$ cat config.mk
export PLATFORM = sky130hd
export DESIGN_NAME = tt_vector_driver
export DESIGN_NICKNAME = d
export VERILOG_FILES = /design/src/rtl/tt_vector_driver.sv
export SDC_FILE = /design/constraint.sdc
export NUM_CORES = 1
export LEC_CHECK = 0
export CAP_MARGIN = 20
export CORE_UTILIZATION = 40
export DETAILED_ROUTE_END_ITERATION = 10
export MAX_ROUTING_LAYER = met4
export SLEW_MARGIN = 10
export SYNTH_ARGS = -nofsm -noshare
export SYNTH_HDL_FRONTEND = slang
export SYNTH_SLANG_ARGS = --single-unit
$ cat constraint.sdc
create_clock -name clk -period 3.7 [get_ports clk]
set_clock_uncertainty 0.2 [all_clocks]
set_input_delay 0.74 -clock clk [delete_from_list [all_inputs] [get_ports clk]]
set_output_delay 0.74 -clock clk [all_outputs]
set_load 0.02 [all_outputs]
$ cat src/rtl/tt_vector_driver.sv
// tt_vector_driver: applies a loadable table of (a,b,x) vectors to a truth-table block,
// samples y after a settle time and reports mismatches and pass/fail.
module tt_vector_driver #(
    parameter int DEPTH  = 8,
    parameter int ADDR_W = 3,
    parameter int SETTLE = 1,
    parameter int ERR_W  = 4
) (
    input  logic              clk,
    input  logic              rst,
    input  logic              vec_we,
    input  logic [ADDR_W-1:0] vec_waddr,
    input  logic [10:0]       vec_wdata,
    input  logic [ADDR_W:0]   num_vec,
    input  logic              start,
    output logic [2:0]        dut_a,
    output logic [3:0]        dut_b,
    output logic              dut_x,
    input  logic [2:0]        dut_y,
    output logic              busy,
    output logic              done,
    output logic              pass,
    output logic [ERR_W-1:0]  err_count,
    output logic              first_err_vld,
    output logic [ADDR_W-1:0] first_err_idx
);
    localparam int CW = $clog2(SETTLE + 1);
    typedef enum logic [2:0] {IDLE, DRIVE, WAIT, CHECK, DONE} state_t;
    state_t state, state_n;
    logic [10:0] mem [DEPTH];
    logic [10:0] vec;
    logic [ADDR_W:0] count;
    logic [ADDR_W-1:0] idx;
    logic [CW-1:0] settle_cnt;
    logic last, mismatch;
    assign vec      = mem[idx];
    assign last     = {1'b0, idx} == count - 1'b1;
    assign mismatch = dut_y != vec[2:0];
    assign busy     = state inside {DRIVE, WAIT, CHECK};
    assign done     = state == DONE;
    always_comb begin
        state_n = state;
        case (state)
            IDLE:  state_n = start ? (num_vec == '0 ? DONE : DRIVE) : IDLE;
            DRIVE: state_n = WAIT;
            WAIT:  state_n = settle_cnt == CW'(1) ? CHECK : WAIT;
            CHECK: state_n = last ? DONE : DRIVE;
            DONE:  state_n = IDLE;
            default: state_n = IDLE;
        endcase
    end
    // table contents survive reset; writes only land while idle
    always_ff @(posedge clk)
        if (!rst && vec_we && state == IDLE) mem[vec_waddr] <= vec_wdata;
    always_ff @(posedge clk) begin
        if (rst) begin
            state         <= IDLE;
            count         <= '0;
            idx           <= '0;
            settle_cnt    <= '0;
            {dut_a, dut_b, dut_x} <= '0;
            pass          <= 1'b0;
            err_count     <= '0;
            first_err_vld <= 1'b0;
            first_err_idx <= '0;
        end else begin
            state <= state_n;
            case (state)
                IDLE: if (start) begin
                    count         <= num_vec > (ADDR_W+1)'(DEPTH) ? (ADDR_W+1)'(DEPTH) : num_vec;
                    idx           <= '0;
                    pass          <= 1'b0;
                    err_count     <= '0;
                    first_err_vld <= 1'b0;
                    first_err_idx <= '0;
                end
                DRIVE: begin
                    {dut_a, dut_b, dut_x} <= vec[10:3];
                    settle_cnt <= CW'(SETTLE);
                end
                WAIT: settle_cnt <= settle_cnt - 1'b1;
                CHECK: begin
                    if (mismatch) begin
                        err_count <= &err_count ? err_count : err_count + 1'b1;
                        if (!first_err_vld) begin
                            first_err_vld <= 1'b1;
                            first_err_idx <= idx;
                        end
                    end
                    if (last) {dut_a, dut_b, dut_x} <= '0;
                    else idx <= idx + 1'b1;
                end
                DONE: pass <= err_count == '0;
                default: ;
            endcase
        end
    end
endmodule

==> summary.txt <==
Run status
  – Status: finished with violations
  – Failing checks: DRC

Worst setup path
  – CP Capture Type: output port
  – Critical Path RT: 2.76 ns
  – CP Launch Type: flop
  – Setup Crit Path Kind: reg -> out
  – Worst path max stage delay: 0.61 ns
  – Slowest stage cell, crit path: clkdlybuf4s50_1
  – Arrival time worst endpoint: 1.89 ns
  – CP Cell Sequence: nor2_1 -> and2_1 -> clkdlybuf4s50_1
  – CP max FO: 9

Power
  – Combinational share of power: 6.1%
  – Fraction of power spent switching nets: about 22%
  – Peak VDD IR: about 0.48 mV
  – Sequential fraction of design power: 46.7%
  – Switching pwr: a little under 0.0007 W
  – Power per cell area: about 530 mW/mm2
  – Pint: around 0.0025 W
  – Clock power frac: 47.2%
  – Leakage power: around 1.9 nW
  – Total power: 0.00317 W

Flow run
  – Number of max-cap violations: 0

Synth
  – Asr flop ratio synth: 0%
  – Mapped Area: 0.00483 mm2
  – EDFF count, synth: 88
  – Synth Area in Compound Gates: 5.26%
  – Sequential area share after synthesis: 67.5%
  – Largest cells by area after synthesis: edfxtp_1 (55%), dfxtp_1 (13%), mux4_2 (8.4%)
  – Yosys Warn Count: 0
  – Main synth FF type: edfxtp_1
  – Syn nets: 353
  – XOR/XNOR Fraction of Synth Area: about 1.8%
  – Adder and majority gate portion of the synthesized area: under 10%
  – Yosys cell types: 43
  – Syn Inst Count: 324
  – Synth top area share: 54.7%
  – Simple-Gate Fraction of Synth Area: 9.32%
  – Largest family of logic cells by synthesized area: multiplexers
  – Syn_area_per_cell: between 10 and 15 um2
  – Post-synth top cells: edfxtp_1 (88), nor2_1 (32), dfxtp_1 (31), mux2i_1 (21), mux4_2 (18)
  – Count leader, synth: edfxtp_1
  – Mux cell area share after synthesis: between 10% and 20%
  – Leading area contributor after synthesis: edfxtp_1
  – Synth Register Bits: 119

STA
  – Max Fclk: 353 MHz
  – Tcrit/Tclk final: 76.5%
  – Min Tclk post-route: 2.83 ns
  – Worst-margin pin slew: 0.671 ns
  – Setup TNS Final: 0 ns
  – Slew Viols, Final: 0
  – Final Hold Viols: 0
  – Relative slew slack: 55.2%
  – RSZ-0062 raised after global routing: no
  – Setup-failing EPs final: 0

Detailed routing
  – 1st-pass router iterations: 7
  – Avg WL per Cell: 18.0 um
  – DR DRC count: 6
  – Post-DRT Antenna Nets: 0
  – Overall routed net length: 9670 um
  – Number of vias per cell: approximately 5.3
  – Initial DRC Count: 270
  – DR vias: between 2000 and 3000

GRT
  – First-pass GRT wire length: 15700 um
  – Met1 Track Usage GR: 22.4%
  – Largest net degree at the start of global routing: 27
  – Global routing's busiest layer: met2
  – Total gr overflow: 0
  – Grt met2 use: 27.0%
  – M3 GR Usage: roughly 5.3%
  – Antenna violations before repair: 0
  – Vias in the first global route: 2872
  – GRT Util Overall: around 18%

Die
  – Starting Density: 41.6%
  – Total core area: 0.0116 mm2
  – Die X: 112 um
  – # rows: 39
  – Vert. Die Dim: 112 um
  – I/O Pins: 44
  – Die footprint: about 0.013 mm2

Placed design
  – PortBufs: 43
  – Hpwl dp: around 6300 um
  – RD Place Congestion: 0.778

Layout
  – ANT cells: 0
  – Area growth, synth to finish: 24.5%
  – Fillers: 988
  – Nets: 411
  – Layout cells sized above 1: 16.5%

Clocking
  – Post-CTS Setup Bufs: 0
  – Worst skew pair latency: just over 0.4 ns
  – Longest Clk Path Bufs: 2
  – Clk pin slew, worst setup/hold paths: 0.05 ns
  – Cts bufs inserted: 17
  – # hold bufs at CTS: 0
  – Clock Sinks: 119
  – CTS tree: yes
  – H-tree depth: 4
  – Post-cts repair resize count: 0
  – CTS root buf: clkbuf_16

Hold path
  – Hold Crit Class: reg -> reg
## stage by stage
step | hold WS, ns | setup slack (ns) | utilization, % | area (um2) | std cells
finish | 0.275 | 0.870 | 51.8 | 6010 | 538
floorplan | 0.245 | 1.02 | - | 4830 | 324
global route | 0.306 | 0.774 | 51.8 | 6010 | 538
detailed placement | 0.268 | 0.947 | 47.1 | 5470 | 506
global placement | 0.265 | 1.02 | 47.1 | 5470 | 506
CTS | 0.279 | 0.843 | 51.8 | 6010 | 538
## per-layer routing
layer  up-vias  routed length (um)
li1       1366                   -
met1      1409                4600
met2        54                4570
met3        12                 362
met4         0                 136
met5         -                   0
## critical path: cells and delay by family, from the launching register on
kind	cells	cell delay, ns
buffers and inverters	1	0.61
flip-flops	1	0.40
AND/OR/NAND/NOR	2	0.48
## final cells by class
cell class                 instances  area [um2]  area share (%)
clock buffer                      24         462            7.68
clock inverter                     8        78.8            1.31
inverter                           5        18.8           0.312
multi-input combinational        181        1470            24.4
sequential                       119        3260            54.3
tap                              143         179            2.98
timing repair buffer              58         543            9.03
## flip-flops by register name (all words and copies together), names as in the netlist, 3 cells and up, named ones only
signal / cells
count: 4
dut_a: 3
dut_b: 4
err_count: 4
first_err_idx: 3
idx: 3
mem: 88
state: 3
## path summary, 6_finish.rpt
path	start	cells past startpoint	end	slack (ns)
hold reg to reg	count[1]$_SDFFE_PP0P_	2	count[1]$_SDFFE_PP0P_	0.27
setup reg to reg	flop	7	err_count[1]$_SDFFE_PP0P_	1.14
hold / removal	count[1]$_SDFFE_PP0P_	2	count[1]$_SDFFE_PP0P_	0.27
setup / recovery	state[0]$_SDFF_PP0_	3	done	0.87
## cells by family after synthesis
| logic type | Yosys count |
|---|---|
| compound gates | 37 |
| xor+xnor | 10 |
| fa+ha+maj | 4 |
| buf+inv | 24 |
| flops | 119 |
| mux | 39 |
| simple gates | 91 |
## layout by cell type, fill, tap and decap left out, drive strengths merged, types with 3 or more instances in the layout
cell / instances
o22ai: 3
dfxtp: 31
clkbuf: 24
xor2: 4
nand4: 3
ha: 4
nor2: 32
clkdlybuf4s50: 43
inv: 5
clkinvlp: 4
nand3: 6
nand2b: 3
nand3b: 6
nand4b: 3
nand2: 17
nor3: 11
buf: 15
mux4: 18
edfxtp: 88
xnor2: 6
a31oi: 10
mux2i: 21
a21oi: 10
clkinv: 3
## power groups by stage
stage	sequential [W]	combinational (W)	clock, W
2_1_floorplan	0.00150	0.000106	0
3_3_place_gp	0.00150	0.000190	0
3_5_place_dp	0.00151	0.000193	0
4_1_cts	0.00148	0.000194	0.00153
5_1_grt	0.00148	0.000213	0.00158
6_report	0.00148	0.000192	0.00150
(Power assumes the default switching activity.)
